## src/rtl/instr_decode_ctrl_pkg.sv

```systemverilog
// Shared opcode, state, field and ALU-code definitions for the
// instruction decode/control unit.
package instr_decode_ctrl_pkg;

  localparam logic [2:0] RA    = 3'd0;
  localparam logic [2:0] RB    = 3'd1;
  localparam logic [2:0] RADD  = 3'd2;
  localparam logic [2:0] RSUB  = 3'd3;
  localparam logic [2:0] RMULL = 3'd4;

  localparam logic [1:0] REG    = 2'd0;
  localparam logic [1:0] SW_7_0 = 2'd1;
  localparam logic [1:0] SW_8   = 2'd2;

  typedef enum logic [3:0] {
    OP_NOP   = 4'h0,
    OP_ADD   = 4'h1,
    OP_SUB   = 4'h2,
    OP_MOV   = 4'h3,
    OP_MUL   = 4'h4,
    OP_ADDI  = 4'h5,
    OP_LDI   = 4'h6,
    OP_IN    = 4'h7,
    OP_INB   = 4'h8,
    OP_BZ    = 4'h9,
    OP_BNZ   = 4'hA,
    OP_BN    = 4'hB,
    OP_JMP   = 4'hC,
    OP_ILL_D = 4'hD,
    OP_ILL_E = 4'hE,
    OP_HALT  = 4'hF
  } op_t;

  typedef logic [2:0] state_t;

  localparam state_t S_IDLE   = 3'd0;
  localparam state_t S_FETCH  = 3'd1;
  localparam state_t S_DECODE = 3'd2;
  localparam state_t S_EXEC   = 3'd3;
  localparam state_t S_WB     = 3'd4;
  localparam state_t S_HALT   = 3'd5;

  localparam int OP_HI  = 15;
  localparam int OP_LO  = 12;
  localparam int RD_HI  = 11;
  localparam int RD_LO  = 9;
  localparam int RA_HI  = 8;
  localparam int RA_LO  = 6;
  localparam int RB_HI  = 5;
  localparam int RB_LO  = 3;
  localparam int IMM_HI = 7;
  localparam int IMM_LO = 0;

  typedef struct packed {
    logic [2:0] func;
    logic [1:0] a_sel;
    logic [1:0] b_sel;
    logic       imm;
    logic [2:0] ra;
    logic [2:0] rb;
    logic [2:0] wr;
  } ctrl_t;

  function automatic logic is_alu(op_t op);
    return (op >= OP_ADD) && (op <= OP_INB);
  endfunction

  function automatic ctrl_t decode_ctrl(logic [15:0] ins);
    ctrl_t c;
    op_t   op;
    op      = op_t'(ins[OP_HI:OP_LO]);
    c.func  = RA;
    c.a_sel = REG;
    c.b_sel = REG;
    c.imm   = 1'b0;
    c.ra    = ins[RA_HI:RA_LO];
    c.rb    = ins[RB_HI:RB_LO];
    c.wr    = ins[RD_HI:RD_LO];
    unique case (1'b1)
      (op == OP_ADD): c.func = RADD;
      (op == OP_SUB): c.func = RSUB;
      (op == OP_MOV): c.func = RA;
      (op == OP_MUL): c.func = RMULL;
      (op == OP_ADDI): begin
        c.func = RADD;
        c.ra   = ins[RD_HI:RD_LO];
        c.imm  = 1'b1;
      end
      (op == OP_LDI): begin
        c.func = RB;
        c.imm  = 1'b1;
      end
      (op == OP_IN):  c.a_sel = SW_7_0;
      (op == OP_INB): c.a_sel = SW_8;
      default: c.func = RA;
    endcase
    return c;
  endfunction

endpackage

```

## src/rtl/instr_decode_ctrl_pc_unit.sv

```systemverilog
// Program counter: sequential increment or relative branch,
// both wrapping modulo 2**PC_W.
module instr_decode_ctrl_pc_unit #(
  parameter int PC_W = 8
) (
  input  logic            clk,
  input  logic            rst_n,
  input  logic            inc,
  input  logic            jump,
  input  logic [7:0]      offset,
  output logic [PC_W-1:0] pc
);

  logic [PC_W-1:0] pc_seq;
  logic [PC_W-1:0] pc_tgt;

  assign pc_seq = pc + PC_W'(1);
  assign pc_tgt = pc_seq + PC_W'(signed'(offset));

  always_ff @(posedge clk or negedge rst_n) begin
    if (!rst_n) begin
      pc <= '0;
    end else if (jump) begin
      pc <= pc_tgt;
    end else if (inc) begin
      pc <= pc_seq;
    end
  end

endmodule

```

## src/rtl/instr_decode_ctrl.sv

```systemverilog
// Multi-cycle fetch/decode/execute/writeback controller
// driving the ALU, register file and PC.
module instr_decode_ctrl
  import instr_decode_ctrl_pkg::*;
#(
  parameter int n    = 8,
  parameter int PC_W = 8
) (
  input  logic            Clock,
  input  logic            nReset,
  output logic            instr_req,
  output logic [PC_W-1:0] instr_addr,
  input  logic            instr_valid,
  input  logic [15:0]     instr_data,
  output logic [2:0]      func,
  output logic [1:0]      a_sel,
  output logic [1:0]      b_sel,
  output logic            imm,
  output logic [7:0]      immediate,
  output logic [2:0]      ra_addr,
  output logic [2:0]      rb_addr,
  output logic [2:0]      wr_addr,
  output logic            wr_en,
  input  logic [3:0]      flags_in,
  output logic [3:0]      flags,
  output logic            halted,
  output logic            illegal
);

  state_t          state;
  logic [15:0]     instr;
  op_t             op;
  ctrl_t           ctl_q;
  logic [n-1:0]    imm_val;
  logic            taken;
  logic            pc_inc;
  logic            pc_jump;
  logic [PC_W-1:0] pc;

  assign op = op_t'(instr[OP_HI:OP_LO]);

  // Branches only ever look at the registered flags.
  always_comb begin
    taken = 1'b0;
    unique case (1'b1)
      (op == OP_BZ):  taken = flags[1];
      (op == OP_BNZ): taken = !flags[1];
      (op == OP_BN):  taken = flags[2];
      (op == OP_JMP): taken = 1'b1;
      default:        taken = 1'b0;
    endcase
  end

  assign pc_jump = (state == S_EXEC) && taken;
  assign pc_inc  = (state == S_WB)
                || ((state == S_EXEC)
                    && !is_alu(op)
                    && (op != OP_HALT)
                    && !taken);

  always_ff @(posedge Clock or negedge nReset) begin
    if (!nReset) begin
      state <= S_IDLE;
      instr <= '0;
    end else begin
      unique case (state)
        S_IDLE:   state <= S_FETCH;
        S_FETCH: begin
          if (instr_valid) begin
            instr <= instr_data;
            state <= S_DECODE;
          end
        end
        S_DECODE: state <= S_EXEC;
        S_EXEC: begin
          if (op == OP_HALT) begin
            state <= S_HALT;
          end else if (is_alu(op)) begin
            state <= S_WB;
          end else begin
            state <= S_FETCH;
          end
        end
        S_WB:     state <= S_FETCH;
        S_HALT:   state <= S_HALT;
        default:  state <= S_IDLE;
      endcase
    end
  end

  always_ff @(posedge Clock or negedge nReset) begin
    if (!nReset) begin
      ctl_q   <= '{RA, REG, REG, 1'b0, 3'd0, 3'd0, 3'd0};
      imm_val <= '0;
    end else if (state == S_DECODE) begin
      ctl_q   <= decode_ctrl(instr);
      imm_val <= n'(instr[IMM_HI:IMM_LO]);
    end
  end

  always_ff @(posedge Clock or negedge nReset) begin
    if (!nReset) begin
      flags <= '0;
    end else if (state == S_WB) begin
      flags <= flags_in;
    end
  end

  instr_decode_ctrl_pc_unit #(
    .PC_W (PC_W)
  ) u_pc (
    .clk    (Clock),
    .rst_n  (nReset),
    .inc    (pc_inc),
    .jump   (pc_jump),
    .offset (instr[IMM_HI:IMM_LO]),
    .pc     (pc)
  );

  assign instr_req  = (state == S_FETCH);
  assign instr_addr = pc;
  assign wr_en      = (state == S_WB);
  assign halted     = (state == S_HALT);
  assign illegal    = (state == S_EXEC)
                   && ((op == OP_ILL_D) || (op == OP_ILL_E));

  assign func      = ctl_q.func;
  assign a_sel     = ctl_q.a_sel;
  assign b_sel     = ctl_q.b_sel;
  assign imm       = ctl_q.imm;
  assign ra_addr   = ctl_q.ra;
  assign rb_addr   = ctl_q.rb;
  assign wr_addr   = ctl_q.wr;
  assign immediate = 8'(imm_val);

endmodule

```

## config.mk

```make
export PLATFORM = sky130hd
export DESIGN_NAME = instr_decode_ctrl
export DESIGN_NICKNAME = d
export VERILOG_FILES = /design/src/rtl/instr_decode_ctrl_pkg.sv /design/src/rtl/instr_decode_ctrl_pc_unit.sv /design/src/rtl/instr_decode_ctrl.sv
export SDC_FILE = /design/constraint.sdc
export NUM_CORES = 1
export LEC_CHECK = 0
export ABC_AREA = 1
export CORE_ASPECT_RATIO = 1.5
export CORE_MARGIN = 1.5
export CORE_UTILIZATION = 50
export CTS_BUF_LIST = sky130_fd_sc_hd__clkbuf_16
export CTS_CLUSTER_DIAMETER = 200
export DETAILED_ROUTE_END_ITERATION = 7
export GPL_TIMING_DRIVEN = 0
export PLACE_DENSITY_LB_ADDON = 0.1
export SYNTH_ARGS = -nofsm -noshare
export SYNTH_HDL_FRONTEND = slang
export SYNTH_SLANG_ARGS = --single-unit
```

## constraint.sdc

```tcl
create_clock -name Clock -period 2.2 [get_ports Clock]
set_input_delay 0.44 -clock Clock [delete_from_list [all_inputs] [get_ports Clock]]
set_output_delay 0.44 -clock Clock [all_outputs]
set_load 0.02 [all_outputs]
```

==> run metrics <==
PwrDens 471.3 nW/µm²; crit path cell chain ha_2 -> nand2_2 -> inv_2 -> nand2_2 -> xor2_2 -> inv_2 -> ha_4 -> nand2_2 -> nor2_1 -> nand3_1 -> nand2_1 -> nand2_1 -> nand3_1 -> nand2_1 -> nand3_2 -> nand2_1; post-route cell area about 3700 µm²; clk slew on worst S/H paths 0.07 ns; XOR/XNOR Fraction of Synth Area 1.963%; GP Congestion just under 0.9; TritonCTS clock tree done; CP max stage cell dfrtp_1; Root Driver clkbuf_16; critical path class reg -> reg; Reg-to-Reg End u_pc.pc[7]; Avg Cell Area, Syn just over 8 µm²; top cell type's share of synthesized area 47.66%; share of flip-flops with an asynchronous set or reset 100.0%; Hold Path Class in -> async; Antenna diodes 0; post-route non-filler standard cell count 473; die span in y 92.63 µm; most used cell, CP nand2_1; Layout fillers 408; RSZ-0062 raised after global routing true; worst vdd ir 339.1 µV; synthesis-stage register bit count 51; pin count of the biggest net entering global routing 37; vias in the first global route 2,368; Seq/Total Area, Yosys 47.66%; register-to-register setup slack 0.06 ns; first-pass GRT wire length 10,760 µm; Clock Latency Late Sink 0.29 ns; Tcrit/Tclk final 97.30%; area delta synth->final 39.16%; Synth area leaders dfrtp_1, nand2_1, inv_1; # port buffers 61; Mapped Area between 2000 and 3000 µm²; Vias 2,417; Req. time, crit path about 2.4 ns; Final nets 437; core area 5165 µm²; main combinational cell family by area after synthesis simple AND/OR/NAND/NOR gates; dpl cell area 3392 µm²; CP bufs+invs 2; Total GRT Usage 23.51%; MaxCap Viol Count 0; Startpoint Class register; Initial Utilization 51.84%; I/O pins 64; CP peak stage delay 0.42 ns; EDFF count, synth 0; Die W approximately 63 µm; First-pass DRT Iterations 5; DRT Wirelength 6483 µm; starting DRC count in detailed routing 98; Yosys warnings 0; mux contribution to synthesized area 1.822%; total die area 5812 µm²; Slew headroom 66.56%; Via density approximately 5.1; Final Slew Violations 0; post-route ant nets 0; CTS buffer count 5; critical path arrival between 2 and 2.5 ns; Longest Clk Path Bufs 2; Cell Rows 32; detailed placer's ending HPWL roughly 4700 µm; WL per Instance 13.71 µm; Synth Area in Compound Gates 11.59%; Max Fanout on Critical Path 4; CP delay by family, top simple AND/OR/NAND/NOR gates; reg2reg start u_pc.pc[1]; cell taking the most area after synthesis dfrtp_1; Period minus WS final roughly 2.1 ns; worst r2r path cells 16; Crit path depth 16; GR Overflow Total 0; synthesized instance count 326; share of layout cells above drive strength 1 17.28%; Crit. End Element register; fmax 467.1 MHz; Pleak about 1.8 nW; # setup viols final 0; H-tree Lvls 2; Worst Skew 0.005735 ns; Unique masters post-synth 37; main flop type after synthesis dfrtp_1; adder-cell area share of the yosys netlist 4.953%; setup TNS 0 ns; measured slew at the worst slew-check pin approximately 0.5 ns; CTS sink cnt 51; Post-Synth Simple-Gate Area between 20% and 30%; antenna violations before repair 0; DRC violations left 0; placed cells 457; Hold Vio Cnt, Final 0; outcome complete, no violations
synth_stat cells (2+ instances only):
cell type,n
inv_1,36
o22ai_1,4
o21a_1,2
xnor2_1,2
o21ai_0,20
o21ai_1,2
xor2_1,4
buf_6,2
nor2_1,34
nand3b_1,3
buf_4,5
nand4_1,2
nand2_1,94
o21ai_2,2
dfrtp_1,51
ha_1,9
mux2_2,3
nand3_1,10
a21oi_1,19
buf_2,3
inv_2,3
cells by family (layout without fill, tap and decap cells):
family | count (synthesis) | count (layout)
and+or+nand+nor | 150 | 150
AOI/OAI and AO/OA | 54 | 54
DFF | 51 | 51
buffers and inverters | 50 | 128
adders and majority gates | 10 | 10
xor gates and xnor gates | 6 | 6
muxes | 4 | 4
other | 1 | 2
worst max-delay path by stage:
| stage | end | start | slack, ns |
|---|---|---|---|
| 6_report | u_pc.pc[7] | u_pc.pc[1] | 0.06 |
| 5_1_grt | u_pc.pc[7] | u_pc.pc[1] | -0.11 |
| 4_1_cts | u_pc.pc[7] | u_pc.pc[1] | 0.02 |
| 3_5_place_dp | u_pc.pc[7] | u_pc.pc[0] | -0.09 |
| 3_3_place_gp | state[1] | nReset | -0.80 |
| 2_1_floorplan | u_pc.pc[7] | u_pc.pc[0] | 0.07 |
what timing repair did:
action	4_1_cts	5_1_grt
hold buffers	0	0
buffers inserted	1	7
pin swaps	1	11
endpoints found under the setup margin	3	4
gates resized for setup	7	27
registers in the layout, summed over array words and instances, names as in the netlist:
| signal | count |
|---|---|
| instr | 16 |
| u_pc.pc | 8 |
| immediate | 6 |
| flags | 4 |
| func | 3 |
| ra_addr | 3 |
| state | 3 |
| wr_addr | 3 |
| a_sel | 2 |
| rb_addr | 2 |
| imm | 1 |
power breakdown:
part           total (mW)  leakage (nW)  internal (mW)  switching (mW)
clock               0.752        0.0649          0.414           0.338
combinational      0.0670          1.15         0.0390          0.0280
sequential          0.937         0.615          0.937               0
total                1.76          1.83           1.39           0.366
cells in the final DEF (no fill, tap or decap), types with 3 or more instances in the layout:
cell             instances
o21ai_2                  3
nor2_4                   3
clkdlybuf4s50_1         58
o21ai_0                 19
clkbuf_16                5
o22ai_1                  4
buf_4                   13
nand3b_1                 3
nand2_2                  7
dfrtp_1                 49
buf_2                    4
a21oi_2                  4
nand2_1                 88
inv_1                   34
ha_1                     4
nand3_1                  8
nor2_1                  31
mux2_2                   3
ha_4                     3
a21oi_1                 15
inv_2                    5
final cells by class:
| type | instances | area, µm² | share of cell area (%) |
|---|---|---|---|
| Sequential cell | 51 | 1279 | 34.32 |
| Tap cell | 68 | 85.08 | 2.283 |
| Inverter | 39 | 146.4 | 3.929 |
| Timing Repair Buffer | 70 | 683.2 | 18.33 |
| Clock inverter | 3 | 15.01 | 0.4030 |
| Multi-Input combinational cell | 226 | 1314 | 35.26 |
| Buffer | 11 | 78.83 | 2.116 |
| Clock buffer | 5 | 125.1 | 3.358 |
per-layer routing:
| layer | GRT usage [%] | vias to the layer above | share of wire [%] |
|---|---|---|---|
| li1 | - | 1187 | - |
| met1 | 27.86 | 1153 | 39 |
| met2 | 42.29 | 64 | 56 |
| met3 | 3.645 | 13 | 3.4 |
| met4 | 9.444 | 0 | 1.9 |
| met5 | 0 | - | 0 |
per-stage QoR:
step                hold slack (ns)  power, mW  setup slack [ns]  util [%]
floorplan                    0.1444     0.9613           0.06598         -
global placement             0.4611      1.020           -0.8045     65.38
detailed placement           0.3925      1.024          -0.09294     65.67
CTS                         0.08653      1.771           0.01806     69.04
global route                0.09961      1.804           -0.1095     72.14
finish                      0.07918      1.756           0.05934     72.14
No activity file was read; power rests on OpenSTA's default activity.
